File: src/rtl/huffman_stream_arbiter.sv
// huffman_stream_arbiter
// Shares one huffman_encode instance among NUM_CH code-source FIFOs.
// A grant covers a whole message: it starts at the first code pop and ends
// once the EOS code has been consumed and the encoder output has gone quiet.
// Each packed output word is tagged with the owning channel on out_chan.
// Optional feature macro: HUFF_ARB_PRIO0_EN (channel 0 gets strict priority).
module huffman_stream_arbiter #(
    parameter int NUM_CH       = 4,
    parameter int CH_W         = 2,
    parameter int C_WIDTH      = 4,
    parameter int EOS_CODE     = 8,
    parameter int QUIET_CYCLES = 10
) (
    input  logic                      clk,
    input  logic                      reset,
    input  logic [NUM_CH-1:0]         src_rdy,
    input  logic [NUM_CH*C_WIDTH-1:0] src_code,
    output logic [NUM_CH-1:0]         src_pop,
    output logic [C_WIDTH-1:0]        enc_code,
    output logic                      enc_rdy,
    input  logic                      enc_pop,
    input  logic                      enc_push,
    input  logic                      out_not_full,
    output logic [CH_W-1:0]           out_chan,
    output logic                      busy,
    output logic                      msg_done
);

    localparam int QW = $clog2(QUIET_CYCLES + 1);

    typedef enum logic [1:0] {S_IDLE, S_GRANT, S_DRAIN} state_t;

    state_t          r_state;
    logic [CH_W-1:0] r_owner;
    logic [CH_W-1:0] r_rr_ptr;
    logic            r_pop_d;
    logic            r_msg_done;
    logic [QW-1:0]   r_quiet_cnt;

    logic [CH_W:0]   w_pick;     // {found, channel}
    logic            w_quiet_inc;
    logic            w_eos_seen;

    // First requester strictly after ptr, wrapping modulo NUM_CH.
    function automatic logic [CH_W:0] rr_pick(input logic [NUM_CH-1:0] req,
                                              input logic [CH_W-1:0]   ptr);
        logic [CH_W:0] res;
        int            idx;
        res = '0;
        idx = 0;
        for (int i = 1; i <= NUM_CH; i++) begin
            idx = (int'(ptr) + i) % NUM_CH;
            if (!res[CH_W] && req[idx])
                res = {1'b1, CH_W'(idx)};
        end
        return res;
    endfunction

    // Arbitration winner for the next IDLE decision.
    always_comb begin
        w_pick = rr_pick(src_rdy, r_rr_ptr);
`ifdef HUFF_ARB_PRIO0_EN
        if (src_rdy[0])
            w_pick = {1'b1, CH_W'(0)};
`endif
    end

    // The owner's code stays on the encoder for the whole grant, including the
    // cycle after a pop when the encoder actually samples it.
    assign enc_code    = src_code[int'(r_owner)*C_WIDTH +: C_WIDTH];
    assign w_eos_seen  = r_pop_d && (enc_code == C_WIDTH'(EOS_CODE));
    assign w_quiet_inc = !enc_push && out_not_full;

    // Route the owner's handshake to the encoder only while granted.
    always_comb begin
        enc_rdy = 1'b0;
        src_pop = '0;
        if (r_state == S_GRANT) begin
            enc_rdy          = src_rdy[r_owner];
            src_pop[r_owner] = enc_pop;
        end
    end

    assign out_chan = r_owner;
    assign busy     = (r_state != S_IDLE);
    assign msg_done = r_msg_done;

    // Grant FSM: pick in IDLE, watch for EOS in GRANT, wait out the flush in DRAIN.
    always_ff @(posedge clk or posedge reset) begin
        if (reset) begin
            r_state     <= S_IDLE;
            r_owner     <= '0;
            r_rr_ptr    <= CH_W'(NUM_CH - 1);
            r_pop_d     <= 1'b0;
            r_msg_done  <= 1'b0;
            r_quiet_cnt <= '0;
        end else begin
            r_msg_done <= 1'b0;
            r_pop_d    <= 1'b0;
            case (r_state)
                S_IDLE: begin
                    if (w_pick[CH_W]) begin
                        r_owner <= w_pick[CH_W-1:0];
`ifdef HUFF_ARB_PRIO0_EN
                        // Channel 0 grants do not disturb the rotation of the others.
                        if (w_pick[CH_W-1:0] != '0)
                            r_rr_ptr <= w_pick[CH_W-1:0];
`else
                        r_rr_ptr <= w_pick[CH_W-1:0];
`endif
                        r_state <= S_GRANT;
                    end
                end
                S_GRANT: begin
                    r_pop_d <= enc_pop;
                    if (w_eos_seen) begin
                        r_state     <= S_DRAIN;
                        r_quiet_cnt <= '0;
                    end
                end
                S_DRAIN: begin
                    if (enc_push) begin
                        r_quiet_cnt <= '0;
                    end else if (w_quiet_inc) begin
                        if (r_quiet_cnt == QW'(QUIET_CYCLES - 1)) begin
                            r_quiet_cnt <= '0;
                            r_msg_done  <= 1'b1;
                            r_state     <= S_IDLE;
                        end else begin
                            r_quiet_cnt <= r_quiet_cnt + 1'b1;
                        end
                    end
                end
                default: r_state <= S_IDLE;
            endcase
        end
    end

    // A pop outside GRANT means the encoder is out of step with the arbiter.
    pop_outside_grant: assert property (@(posedge clk) disable iff (reset)
        enc_pop |-> (r_state == S_GRANT))
        else $error("enc_pop while not granted");

endmodule

File: config.mk
export PLATFORM = sky130hd
export DESIGN_NAME = huffman_stream_arbiter
export DESIGN_NICKNAME = d
export VERILOG_FILES = /design/src/rtl/huffman_stream_arbiter.sv
export SDC_FILE = /design/constraint.sdc
export NUM_CORES = 1
export LEC_CHECK = 0
export CAP_MARGIN = 25
export CORE_UTILIZATION = 41
export CTS_CLUSTER_SIZE = 16
export DETAILED_ROUTE_END_ITERATION = 8
export GPL_TIMING_DRIVEN = 1
export MAX_ROUTING_LAYER = met4
export PLACE_DENSITY = 0.78
export SETUP_SLACK_MARGIN = 0.1
export SLEW_MARGIN = 10
export SYNTH_ARGS = -nofsm -noshare
export SYNTH_HDL_FRONTEND = slang
export SYNTH_SLANG_ARGS = --single-unit
File: constraint.sdc
create_clock -name clk -period 2 [get_ports clk]
set_input_delay 0.4 -clock clk [delete_from_list [all_inputs] [get_ports clk]]
set_output_delay 0.4 -clock clk [all_outputs]
set_load 0.01 [all_outputs]
======== Word-level counts from Yosys, hierarchy flattened ========
Index checks and enable logic that the tools add are counted.
operators by class
  muxes and demuxes ....................... 38
  add/subtract/negate cells ............... 5
  reduce and logical (&&, ||, !) cells .... 20
  bitwise gates (word level) .............. 5
  eq/ne operators ......................... 10
  magnitude comparators ................... 6
  shifts and indexed selects .............. 1
operators by type and width
  cell                   count
  $mux W4                5
  $lt A3 B4 Y1 const B   4
  $mux W1                16
  $shiftx A16 B5 Y4      1
  $mux W3                4
  $bmux W1 S2            5
  $mux W2                5
  $ne A2 B2 Y1 const B   5
  $eq A4 B4 Y1 const B   2
  $pmux W4 S2            1
  $reduce_or A2 Y1       4
  $logic_and A1 B1 Y1    6
  $pmux W2 S3            1
  $reduce_and A5 Y1      1
  $add A2 B1 Y2 const B  2
  $add A2 B2 Y2 const B  2
  $add A4 B1 Y4 const B  1
  $and A1 B1 Y1 const A  4
  $and A4 B4 Y4          1
  $logic_not A1 Y1       4
  $reduce_bool A2 Y1     2
  $lt A2 B3 Y1 const B   1
  $ne A3 B3 Y1 const B   1
  $reduce_and A3 Y1      1
  6 further kinds        6
word-level totals
  register bits after elaboration ......... 12

======== Depth between registers and ports, before layout ========
  depth after elaboration ................. 18
  mapped depth ............................ 6

======== Least setup slack after synthesis ========
No wires, ideal clock.
  path type ............................... flip-flop to flip-flop
  start point ............................. reg r_owner[0] (netlist: out_chan[0])
  end point ............................... reg r_quiet_cnt[0]
  clock period less this slack ............ 1.827 ns
  cell stages (with the launch flop) ...... 6
  setup time .............................. 0.129 ns
  data arrival time ....................... 1.699 ns
  buffers on the path ..................... 1
  slack ................................... 0.173 ns
  cells stage by stage .................... dfrtp_1 -> buf_6 -> mux4_2 -> or2_4 -> o41ai_4 -> o21ai_1
on the way
  cells in the longest elaborated chain, start to end .. 5
RTL lines
  item                                line  text
  start, declared                     34    logic [CH_W-1:0] r_owner;
  start signal, assigned              103   r_owner <= w_pick[CH_W-1:0];
  $shiftx A16 B5 Y4                   70    assign enc_code = src_code[int'(r_owner)*C_WIDTH +: C_WIDTH];
  named net enc_code[2]               19    output logic [C_WIDTH-1:0] enc_code,
  $eq A4 B4 Y1                        71    assign w_eos_seen = r_pop_d && (enc_code == C_WIDTH'(EOS_CODE));
  $logic_and A1 B1 Y1                 71
  $ne A2 B2 Y1 (no source line)       n/a
  $reduce_and A3 Y1 (no source line)  n/a
  end signal, assigned                130   r_quiet_cnt <= r_quiet_cnt + 1'b1;
  end, declared                       38    logic [QW-1:0] r_quiet_cnt;
The timed path passes the listed nets, and every way through them passes these cells.
A chain may end at the register's enable or synchronous reset.

======== Worst setup path after layout ========
  start point ............................. reg r_owner[0] (netlist: out_chan[0])
  end point ............................... out enc_code[3]
on the way
  cells in the longest elaborated chain, start to end .. 1
RTL lines
  item               line
  $shiftx A16 B5 Y4  70
  end, declared      19
Every way passes these cells.

==> impl_metrics.tcl <==
set metrics [dict create \
    synth.distinct_cells 36 \
    grt_pass1_wl_mm 3.76 \
    layout.cells.non_filler 173 \
    grt_pass1_vias 862 \
    root_buffer "clkbuf_4" \
    area_growth_pct 65.4 \
    antenna_found_initial 0 \
    portBuffers 37 \
    clk_latency_ps 290 \
    power.density_nw_per_um2 1170 \
    startpoint_type "flop" \
    multiInputGateArea_sq_um 538 \
    p_leak_uw 0.000682 \
    setup_viol 0 \
    fin_util_pct 72.3 \
    fmaxAchievable_mhz 503 \
    cap_violations 0 \
    drive_gt1_share_pct 30.8 \
    yosys_warnings 0 \
    dr.pass1.iters 4 \
    synth-seq-cells 12 \
    fillers 145 \
    ctsLongestPathBuffers 2 \
    initialDrtViolationCount 14 \
    htreeDepth 1 \
    worstPathRequired_ps 1600 \
    rr_startpoint "out_chan[0]" \
    synth_nets 117 \
    min_period_over_period_pct 99.3 \
    ys_seq_area_share_pct 34.9 \
    num_vias 922 \
    antenna_cells 0 \
    final_cell_mix "22 x clkdlybuf4s50_1, 15 x buf_4, 9 x dfrtp_1" \
    std_cell_rows 16 \
    clk_pin_slew_ps 90 \
    regArea_sq_um 304 \
    cp.arrival_ps 1590 \
    synth_top_cells_by_area "dfrtp_1 29%, mux4_2 7.8%, dfstp_2 6.1%, inv_1 3.9%, mux2i_1 3.5%" \
    die_h_microns 48.0 \
    min_path_type "input pin to async pin" \
    routedWlPerCell_microns 14.7 \
    die_w_microns 48.0 \
    grt-ovfl-total 0 \
    numCtsBuffers 3 \
    syn-cell-area_sq_um 867 \
    clkSinkCount 12 \
    final_common_cell "clkdlybuf4s50_1" \
    start_util_pct 43.8 \
    grt_max_degree 13 \
    hold_viol 0 \
    cts_hold_buffers 0 \
    io_pins 38 \
    die_area_sq_um 2300 \
    synth_ff_type "dfrtp_1" \
    drv_slew 0 \
    reg2reg_slack_ps 50 \
    synth_top_area_share_pct 28.9 \
    crit_path_end_kind "output pin" \
    layout_min_cycle_time_ps 1990 \
    skew_ps 11.4 \
    outcome "finished, final reports clean" \
    dpl.hpwl_mm 1.85 \
    core_sq_um 1980 \
    gp_congestion 0.751 \
    crit_start "out_chan[0]" \
    grt.total_usage_pct 26.5 \
    routed_wl_mm 2.55 \
    peakVddDrop_uv 807 \
    final_nets 174 \
    critPathKind "flop to output pin" \
    drc 0 \
    dp_cells 166 \
    syn_inst 90 \
    worst_pin_slew_ps 474 \
    cts_tree "done" \
    avgSynthCellArea_sq_um 9.63 \
    synth_edf_count 0 \
    async_reset_ff_share_pct 100 \
    rsz0062_at_grt "yes" \
    critPathMaxFanout 5 \
    vias_per_cell 5.33 \
    yosysTopAreaCell "dfrtp_1" \
    timing.slew.headroom_pct 68.4 \
    ant_nets 0 \
]
[critical path: stages (launching register included)]
cell and delay [ps]:
dfrtp_2 420, buf_6 120, buf_6 90, mux4_2 520
buf_6 150
[what timing repair did]
item                                    in CTS  in global routing
setup buffers                                4                  0
gates resized for setup                     35                 12
pin swaps                                    1                  4
endpoints found under the setup margin      12                 14
gates cloned                                 0                  0
[Yosys cell counts (3+ instances only)]
master	instances
dfrtp_1	10
inv_1	9
o21ai_1	5
a21oi_1	4
nand2_1	4
nand2b_1	4
nor2_1	4
nor2b_1	4
nor3_1	4
mux2i_1	3
mux4_2	3
nor4_1	3
[state kept, by name (all words and copies together), names as in the netlist]
register     flops
msg_done         1
out_chan         2
r_pop_d          1
r_quiet_cnt      4
r_rr_ptr         2
r_state          2
[path summary, 6_finish.rpt]
check / to / depth (start not counted)
worst max-delay path: enc_code[3] / 4
worst min-delay path: r_quiet_cnt[1] / 2
worst max register to register: r_quiet_cnt[0] / 5
worst min register to register: r_rr_ptr[1] / 2
max in group asynchronous: r_rr_ptr[0] / 2
min in group clk: r_rr_ptr[1] / 2
[where the power goes]
group,leakage [uW],total [uW],switching (uW),internal (uW)
combinational,0.000520,1050,481,574
clock,0.0000150,173,95.8,77.6
sequential,0.000146,449,95.1,354
[stage by stage]
step	worst slack (ps)	total power [uW]	TNS [ps]	hold WS [ps]	area, sq um
after global placement	-312	1390	-1450	517	1360
after global routing	-44.9	1800	-76.7	470	1430
after floorplan	173	971	0	263	867
final	13.6	1680	0	418	1430
after detailed placement	-331	1420	-1900	540	1360
after CTS	13.1	1630	0	433	1410
[routing by layer]
| layer | part of all wire [%] | routed length [microns] | vias up | global-route usage [%] |
|---|---|---|---|---|
| met4 | 2.4 | 61 | 0 | 13.3 |
| met5 | 0 | 0 | - | - |
| met2 | 53 | 1360 | 27 | 44.6 |
| li1 | - | - | 438 | - |
| met1 | 41 | 1030 | 449 | 28.7 |
| met3 | 3.8 | 96 | 8 | 6.42 |
[cell type report]
class                           count  area share [%]
Multi-Input combinational cell     65            37.5
Timing Repair Buffer               54            34.2
Sequential cell                    12            21.2
Inverter                           11            2.88
Tap cell                           27            2.36
Clock buffer                        4            1.83
[kinds of logic after synthesis]
family	share of synthesized area, %
and+or+nand+nor	21.1
adders and majority gates	2.89
buffers and inverters	6.64
DFF	34.9
muxes	15.6
AOI/OAI and AO/OA	18.9
No activity file was read; power rests on OpenSTA's default activity.
